--- src/rtl/validador_de_jogada.sv ---
// Shot validator: debounces the confirm button, latches the switch coordinate
// on an accepted press, classifies it against the shot history and the map,
// and emits one single-cycle result pulse per press.
module validador_de_jogada #(
  parameter int unsigned ESTAVEL = 4
) (
  input  logic       clock_in,
  input  logic       reset_n,
  input  logic       amostra,
  input  logic       enable,
  input  logic       btn,
  input  logic [2:0] coordColuna,
  input  logic [2:0] coordLinha,
  input  logic [6:0] mapa0,
  input  logic [6:0] mapa1,
  input  logic [6:0] mapa2,
  input  logic [6:0] mapa3,
  input  logic [6:0] mapa4,
  output logic       acerto,
  output logic       agua,
  output logic       repetida,
  output logic       invalida,
  output logic [2:0] coluna_out,
  output logic [2:0] linha_out,
  output logic [6:0] tiros0,
  output logic [6:0] tiros1,
  output logic [6:0] tiros2,
  output logic [6:0] tiros3,
  output logic [6:0] tiros4,
  output logic [5:0] num_tiros,
  output logic [5:0] num_acertos
);

  localparam int unsigned CNT_W = $clog2(ESTAVEL + 1);
  localparam int unsigned IDX_W = 6;

  typedef enum logic [1:0] {
    OCIOSO = 2'd0,
    AVALIA = 2'd1,
    SOLTAR = 2'd2
  } estado_t;

  estado_t          estado;
  logic [1:0]       sync;
  logic             nivel;
  logic             nivel_q;
  logic [CNT_W-1:0] cnt;
  logic             en_q;
  logic [34:0]      hist;
  logic [34:0]      mapa_flat;
  logic [IDX_W-1:0] idx;
  logic             queda;
  logic             en_sobe;
  logic             fora;

  // Flattened map/history, cell (C,L) lives at bit C*7+L
  assign mapa_flat = {mapa4, mapa3, mapa2, mapa1, mapa0};
  assign idx       = IDX_W'(coluna_out) * IDX_W'(7) + IDX_W'(linha_out);
  assign fora      = (coluna_out > 3'd4) || (linha_out > 3'd6);
  assign queda     = nivel_q & ~nivel;
  assign en_sobe   = enable & ~en_q;

  assign tiros0 = hist[6:0];
  assign tiros1 = hist[13:7];
  assign tiros2 = hist[20:14];
  assign tiros3 = hist[27:21];
  assign tiros4 = hist[34:28];

  // Button synchroniser and debouncer; accepted level idles high (released)
  always_ff @(posedge clock_in or negedge reset_n) begin
    if (!reset_n) begin
      sync    <= 2'b11;
      nivel   <= 1'b1;
      nivel_q <= 1'b1;
      cnt     <= '0;
    end else begin
      sync    <= {sync[0], btn};
      nivel_q <= nivel;
      if (sync[1] == nivel) begin
        cnt <= '0;
      end else if (amostra) begin
        if (cnt == CNT_W'(ESTAVEL - 1)) begin
          nivel <= ~nivel;
          cnt   <= '0;
        end else begin
          cnt <= cnt + 1'b1;
        end
      end
    end
  end

  // Press FSM, classification, history and counters
  always_ff @(posedge clock_in or negedge reset_n) begin
    if (!reset_n) begin
      estado      <= OCIOSO;
      en_q        <= 1'b0;
      acerto      <= 1'b0;
      agua        <= 1'b0;
      repetida    <= 1'b0;
      invalida    <= 1'b0;
      coluna_out  <= '0;
      linha_out   <= '0;
      hist        <= '0;
      num_tiros   <= '0;
      num_acertos <= '0;
    end else begin
      en_q     <= enable;
      acerto   <= 1'b0;
      agua     <= 1'b0;
      repetida <= 1'b0;
      invalida <= 1'b0;
      if (!enable) begin
        estado <= OCIOSO;
      end else begin
        // A new attack phase starts with a clean board
        if (en_sobe) begin
          hist        <= '0;
          num_tiros   <= '0;
          num_acertos <= '0;
        end
        case (estado)
          OCIOSO: begin
            if (queda && !en_sobe) begin
              coluna_out <= coordColuna;
              linha_out  <= coordLinha;
              estado     <= AVALIA;
            end
          end
          AVALIA: begin
            estado <= SOLTAR;
            if (fora) begin
              invalida <= 1'b1;
            end else if (hist[idx]) begin
              repetida <= 1'b1;
            end else begin
              hist[idx] <= 1'b1;
              num_tiros <= num_tiros + 6'd1;
              if (mapa_flat[idx]) begin
                acerto      <= 1'b1;
                num_acertos <= num_acertos + 6'd1;
              end else begin
                agua <= 1'b1;
              end
            end
          end
          SOLTAR: begin
            if (nivel) estado <= OCIOSO;
          end
          default: estado <= OCIOSO;
        endcase
      end
    end
  end

endmodule

--- config.mk ---
export PLATFORM = sky130hd
export DESIGN_NAME = validador_de_jogada
export DESIGN_NICKNAME = d
export VERILOG_FILES = /design/src/rtl/validador_de_jogada.sv
export SDC_FILE = /design/constraint.sdc
export NUM_CORES = 1
export LEC_CHECK = 0
export CAP_MARGIN = 10
export CORE_ASPECT_RATIO = 0.75
export CORE_MARGIN = 2
export CORE_UTILIZATION = 41
export CTS_CLUSTER_DIAMETER = 200
export DETAILED_ROUTE_END_ITERATION = 8
export DONT_BUFFER_PORTS = 1
export SYNTH_ARGS = -nofsm -noshare
export SYNTH_HDL_FRONTEND = slang
export SYNTH_SLANG_ARGS = --single-unit
export TNS_END_PERCENT = 1
--- constraint.sdc ---
create_clock -name clock_in -period 8.7 [get_ports clock_in]
set_clock_uncertainty 0.1 [all_clocks]
set_input_delay 1.74 -clock clock_in [delete_from_list [all_inputs] [get_ports clock_in]]
set_output_delay 1.74 -clock clock_in [all_outputs]
set_load 0.02 [all_outputs]
==> results.py, run 1 <==
metrics = {
    "sta": {
        "whs_ps": 257.3,
        "clock.fmax_ghz": 0.2026,
        "rsz0062_at_grt": "false",
        "drv_slew": 0,
        "setup_viol": 0,
        "slew_headroom_pct": 28.62,
        "timing.setup.tns_ps": 0,
        "hold_viol": 0,
        "tightest_slew_ps": 1062,
        "min_period_ps": 4935,
        "finalCritPeriodShare_pct": 56.72,
        "setup_ws_ps": 3765,
    },
    "drt": {
        "viasPerCell": 5.794,
        "via_count": 2810,
        "drt_wl_total_um": 9489,
        "route.detailed.drc": 0,
        "drt_iter0_drc": 174,
        "drtPass1Iterations": 4,
        "ant_nets": 0,
        "wl_per_cell_um": 19.56,
    },
    "final_layout": {
        "final_common_cell": "dfrtp_1",
        "nets": 416,
        "num_antenna_cells": 0,
        "fin_area_um2": 4299,
        "multiInputGateArea_um2": 2038,
        "drive_above_1_share_pct": 15.69,
        "fill_cells": 862,
        "mostFrequentLayoutCells": "63 x dfrtp_1, 30 x nand2_1, 25 x nor2_1, 23 x a22o_1, 19 x a21oi_1",
        "seq_area_um2": 1682,
        "area_delta_synth_final_pct": 10.66,
    },
    "cts": {
        "clkSlewWorstSetupHoldPaths_ps": 60,
        "cts_buffers": 9,
        "worstSkewPairLatency_ps": 330,
        "ctsResizeCount": 0,
        "cts_tree": "yes",
        "cts_num_sinks": 67,
        "clk_path_buf_depth": 2,
        "clockRootBuffer": "clkbuf_16",
        "cts_setup_buffers": 0,
        "ctsHtreeMaxLevel": 3,
        "cts_hold_buf": 0,
    },
    "die": {
        "initial_core_util_pct": 42.59,
        "die_h_um": 88.30,
        "die_width_um": 116.4,
        "rows": 30,
        "dieArea_um2": 10280,
        "coreArea_um2": 9121,
        "io_pins": 103,
    },
    "global_routing": {
        "grt_pass1_vias": 2808,
        "track_usage_pct": 19.39,
        "grt_pass1_wl_um": 15090,
        "grt_overflow": 0,
        "antenna_found_initial": 0,
        "grt_max_degree": 68,
    },
    "critical_path": {
        "rrSetupSlack_ps": 3770,
        "cp.required_ps": 8850,
        "critPathMaxFanout": 37,
        "cp.arrival_ps": 5090,
        "slowest_delay_ps": 590,
        "crit_chain": "fa_1 -> fa_1 -> fa_1 -> buf_4 -> mux2_2 -> o22ai_1 -> a221o_1 -> a2111oi_4 -> nor4_4 -> nor2b_1 -> mux2i_1",
        "start_kind": "flip-flop",
        "crit_path_end_kind": "flip-flop",
        "cpMaxStageDelayCell": "dfrtp_1",
        "worstSetupPathType": "flip-flop to flip-flop",
        "path_common_cell": "fa_1",
    },
    "logic_synthesis": {
        "synth_edf_count": 0,
        "synthMuxAreaShare_pct": 10.53,
        "synth_seq_cells": 67,
        "postSynth.asyncResetShare_pct": 100.0,
        "synth_top_flop_cell": "dfrtp_1",
        "netlist_instances": 356,
        "synth_fa_ha_area_share_pct": 6.570,
        "syn-mean-instance-area_um2": 10.91,
        "synth_compound_area_share_pct": 18.10,
        "synth_area_um2": 3885,
        "synth_area_leaders": "dfrtp_1 41%, a22o_1 5.2%, ha_1 4.5%",
        "synthSimpleGateAreaFrac_pct": 15.68,
        "ys_warn_count": 0,
        "synth_top_area_cell": "dfrtp_1",
        "synth_top_family_by_area": "compound AO/OA/AOI/OAI gates",
        "yosysSeqAreaShare_pct": 43.29,
        "yosysTopAreaCellShare_pct": 40.58,
        "synth_cell_types": 60,
        "synthXorXnorAreaFrac_pct": 1.578,
        "syn_nets": 420,
    },
    "placement": {
        "place_area_um2": 3963,
        "post-place-ws_ps": 3786,
        "io_buffer_count": 0,
        "dp.final_hpwl_um": 6766,
        "place_congestion": 0.8152,
    },
    "hold_path": {
        "hold_path.class": "flip-flop to flip-flop",
    },
    "status": {
        "outcome": "completed",
    },
    "flow_run": {
        "cap_viol_max_count": 0,
    },
}
## state kept, by name, indices dropped and copies added (netlist names)
register and cells:
linha_out 3, num_acertos 6, invalida 1, repetida 1, cnt 3, num_tiros 6
coluna_out 3, en_q 1, nivel_q 1, sync 2, estado 2, nivel 1
hist 35, acerto 1, agua 1
## kinds of logic (layout without fill, tap and decap cells)
family                     Yosys count  after routing
AOI/OAI and AO/OA                   89             89
xor gates and xnor gates             7              7
adders and majority gates           18             18
buffers and inverters               32             33
DFF                                 67             67
muxes                               31             31
and+or+nand+nor                    112            112
## final timing paths
| kind | start | to | cells past startpoint |
|---|---|---|---|
| max reg2reg | coluna_out[2]$_DFFE_PN0P_ | num_acertos[1]$_DFFE_PN0P_ | 11 |
| min reg2reg | sync[0]$_DFF_PN1_ | sync[1]$_DFF_PN1_ | 0 |
| max in group asynchronous | reset_n | nivel$_DFFE_PN1P_ | 0 |
| min in group asynchronous | reset_n | num_acertos[3]$_DFFE_PN0P_ | 0 |
| min | sync[0]$_DFF_PN1_ | sync[1]$_DFF_PN1_ | 0 |
| max | coluna_out[2]$_DFFE_PN0P_ | num_acertos[1]$_DFFE_PN0P_ | 11 |
## synthesized netlist by cell type, drive strengths merged, types with 2 or more instances
| cell | number |
|---|---|
| and4 | 2 |
| nor3 | 7 |
| nand2 | 30 |
| nand3 | 8 |
| a32o | 5 |
| mux2i | 15 |
| a221o | 2 |
| a21o | 2 |
| mux2 | 9 |
| ha | 14 |
| or3 | 2 |
| a21oi | 20 |
| o21a | 3 |
| xnor2 | 4 |
| nor4 | 6 |
| o22ai | 7 |
| and3 | 8 |
| inv | 11 |
| clkbuf | 10 |
| nor2 | 26 |
| o21ai | 12 |
| fa | 4 |
| dfstp | 4 |
| a211oi | 2 |
| xor2 | 3 |
| a22o | 23 |
| mux4 | 7 |
| buf | 10 |
| nand2b | 3 |
| o221ai | 2 |
| dfrtp | 63 |
| nor3b | 4 |
| a2111oi | 2 |
| and3b | 2 |
| nor2b | 5 |
| o31ai | 2 |
| and2 | 4 |
## layout make-up
class	instances	area share, %
clock buffers	11	5.879
repair buffers	5	0.8731
multi-input cells	257	47.41
well taps	128	3.725
flip-flops and latches	67	39.12
inverters	12	1.048
clock inverters	5	1.950
## worst max-delay path: cells and delay by family, from the launching register on
family	cells	cell delay (ps)
AOI/OAI and AO/OA	3	510
adders and majority gates	3	1620
buffers and inverters	1	370
DFF	1	590
muxes	2	630
and+or+nand+nor	2	1030
## stage by stage
| stage | instances | util (%) |
|---|---|---|
| finish | 485 | 47.13 |
| global route | 485 | 47.13 |
| CTS | 485 | 47.13 |
| detailed placement | 469 | 43.44 |
| global placement | 469 | 43.44 |
| floorplan | 356 | - |
## per-layer routing
layer | vias to the layer above | global-route usage [%] | routed length [um]
met3 | 14 | 7.329 | 767
li1 | 1317 | - | -
met4 | 0 | 6.277 | 141
met1 | 1397 | 27.72 | 4438
met5 | - | 0 | 0
met2 | 82 | 27.17 | 4143
Power of run 1 is left out: the tool's default activity adds up to more than one toggle a clock period on the data nets, which glitch-free logic cannot reach.
==> run 2: changes to the inputs <==
- ABC_AREA: default -> 1
- clock period: 8.7 -> 4 ns (I/O delays scaled with it)
==> results.py, run 2 <==
metrics = {
    "status": {
        "outcome": "completed",
    },
    "drt": {
        "wl_per_cell_um": 17.42,
        "viasPerCell": 5.349,
        "route.detailed.drc": 0,
        "drtPass1Iterations": 5,
        "ant_nets": 0,
        "drt_wl_total_um": 11340,
        "drt_iter0_drc": 290,
        "via_count": 3482,
    },
    "cts": {
        "clockRootBuffer": "clkbuf_16",
        "cts_tree": "yes",
        "cts_buffers": 9,
        "clk_path_buf_depth": 2,
        "ctsHtreeMaxLevel": 3,
        "cts_setup_buffers": 0,
        "worstSkewPairLatency_ps": 340,
        "cts_hold_buf": 0,
        "clkSlewWorstSetupHoldPaths_ps": 60,
        "cts_num_sinks": 67,
    },
    "sta": {
        "clock.fmax_ghz": 0.2669,
        "hold_viol": 0,
        "setup_viol": 0,
        "finalCritPeriodShare_pct": 93.68,
        "slew_headroom_pct": 50.46,
        "timing.setup.tns_ps": 0,
        "min_period_ps": 3747,
        "rsz0062_at_grt": "false",
        "drv_slew": 0,
        "tightest_slew_ps": 740.7,
    },
    "critical_path": {
        "cpLargestDelayFamily": "adder cells",
        "path_common_cell": "nand2_1",
        "cp.required_ps": 4110,
        "crit_chain": "fa_1 -> fa_1 -> fa_2 -> nand2_1 -> nor2_2 -> nand2_1 -> nand2_1 -> nor2_1 -> nand3_1 -> nand3_2 -> nand3_4 -> buf_4 -> nand3_2 -> nand3_1 -> o21ai_1",
        "worstSetupPathType": "flip-flop to flip-flop",
        "slowest_delay_ps": 680,
        "start_kind": "flip-flop",
        "crit_path_end_kind": "flip-flop",
        "startpoint": "coluna_out[0]$_DFFE_PN0P_",
        "critPathMaxFanout": 10,
        "cp.arrival_ps": 3860,
        "critPathBufInv": 1,
        "timing.rr.start": "coluna_out[0]$_DFFE_PN0P_",
        "cpMaxStageDelayCell": "fa_2",
    },
    "final_layout": {
        "drive_above_1_share_pct": 11.56,
        "fin_area_um2": 4542,
        "largest_register_ffs": 35,
        "regMostFlops": "hist",
        "final_util_pct": 46.84,
        "mostFrequentLayoutCells": "184 x nand2_1, 63 x dfrtp_1, 54 x nand3_1, 35 x o31ai_1, 32 x inv_1",
        "num_antenna_cells": 0,
        "nets": 578,
        "final_common_cell": "nand2_1",
        "biggestRegsByFlops": "hist x35, num_acertos x6, num_tiros x6",
        "area_delta_synth_final_pct": 10.27,
    },
    "placement": {
        "io_buffer_count": 0,
        "place_congestion": 0.8553,
        "dp.final_hpwl_um": 8102,
        "place_area_um2": 4222,
    },
    "logic_synthesis": {
        "synth_edf_count": 0,
        "synth_common_cells": "184 x nand2_1, 63 x dfrtp_1, 54 x nand3_1, 35 x o31ai_1, 32 x inv_1",
        "yosysTopAreaCellShare_pct": 38.27,
        "postSynth.asyncResetShare_pct": 100.0,
        "yosysMostFrequentCell": "nand2_1",
        "syn_nets": 578,
        "synth_area_leaders": "dfrtp_1 38%, nand2_1 17%, nand3_1 6.6%",
        "synth_top_area_cell": "dfrtp_1",
        "yosysSeqAreaShare_pct": 40.83,
        "ys_warn_count": 0,
        "synth_cell_types": 43,
        "synth_seq_cells": 67,
        "syn-mean-instance-area_um2": 8.014,
        "synth_top_flop_cell": "dfrtp_1",
        "netlist_instances": 514,
        "synth_area_um2": 4119,
    },
    "global_routing": {
        "grt_overflow": 0,
        "grt_pass1_vias": 3508,
        "grt_max_degree": 68,
        "antenna_found_initial": 0,
        "track_usage_pct": 22.34,
        "grt_pass1_wl_um": 18860,
    },
    "die": {
        "rows": 31,
        "initial_core_util_pct": 42.48,
        "die_width_um": 119.7,
        "coreArea_um2": 9697,
        "io_pins": 103,
        "dieArea_um2": 10870,
        "die_h_um": 90.80,
    },
    "hold_path": {
        "hold_path.class": "input port to async pin",
    },
    "flow_run": {
        "cap_viol_max_count": 0,
    },
}
## run 2: changes by cell type after synthesis, moves of 7 or more
cell / delta
o22ai_1: -7
mux2i_1: -15
and3_1: -8
mux4_2: -7
a21oi_1: -17
o31ai_1: +35
inv_1: +21
nand3_1: +46
nand2_1: +154
a22o_1: -23
## run 2: final timing paths
| kind | to | slack [ps] | cells past startpoint |
|---|---|---|---|
| setup / recovery | num_tiros[0]$_DFFE_PN0P_ | 250 | 15 |
| setup reg to reg | num_tiros[0]$_DFFE_PN0P_ | 250 | 15 |
| hold reg to reg | sync[1]$_DFF_PN1_ | 250 | 0 |
| hold / removal | hist[13]$_DFFE_PN0P_ | 50 | 0 |
| min in group clock_in | sync[1]$_DFF_PN1_ | 250 | 0 |
| max in group asynchronous | nivel_q$_DFF_PN1_ | 3550 | 0 |
## run 2: kinds of logic (layout without fill, tap and decap cells)
| family | Yosys count | in the layout | share of synthesized area [%] |
|---|---|---|---|
| and+or+nand+nor | 299 | 299 | 33.23 |
| xor gates and xnor gates | 11 | 11 | 2.704 |
| buffers and inverters | 59 | 64 | 6.713 |
| muxes | 3 | 3 | 0.8201 |
| adders and majority gates | 18 | 18 | 6.197 |
| DFF | 67 | 67 | 40.83 |
| AOI/OAI and AO/OA | 57 | 57 | 9.508 |
## run 2: cell type report
cell class,count,area [um2]
repair buffers,9,67.56
fillers,986,5155
clock inverters,2,35.03
flip-flops and latches,67,1682
inverters,39,146.4
multi-input cells,388,2182
clock buffers,14,264.0
well taps,132,165.2
## run 2: per-stage QoR
| stage | hold WS, ps | worst slack [ps] | cells |
|---|---|---|---|
| after detailed placement | 247.3 | 110.5 | 635 |
| after global placement | 245.6 | 177.2 | 635 |
| after global routing | 38.49 | 9.106 | 651 |
| after CTS | 42.37 | 97.20 | 651 |
| after floorplan | 245.2 | 393.8 | 514 |
| final | 52.89 | 252.7 | 651 |
## run 2: per-layer routing
layer / up-vias / global-route usage [%] / share of wire [%]
met5: - / 0 / 0
met4: 0 / 6.569 / 1.3
met3: 13 / 10.23 / 12
met2: 140 / 31.86 / 43
met1: 1626 / 30.30 / 44
li1: 1703 / - / -
## run 2: worst reg2reg max path, delay by kind of cell (launching register included)
family | cells | cell delay [ps]
DFF | 1 | 390
and+or+nand+nor | 10 | 1130
buffers and inverters | 1 | 220
AOI/OAI and AO/OA | 1 | 60
adders and majority gates | 3 | 1710
## run 2: what timing repair did
action	4_1_cts	5_1_grt
endpoints found under the hold margin	0	0
resized for setup	0	5
endpoints found under the setup margin	0	47
Power of run 2 is left out for the same reason.
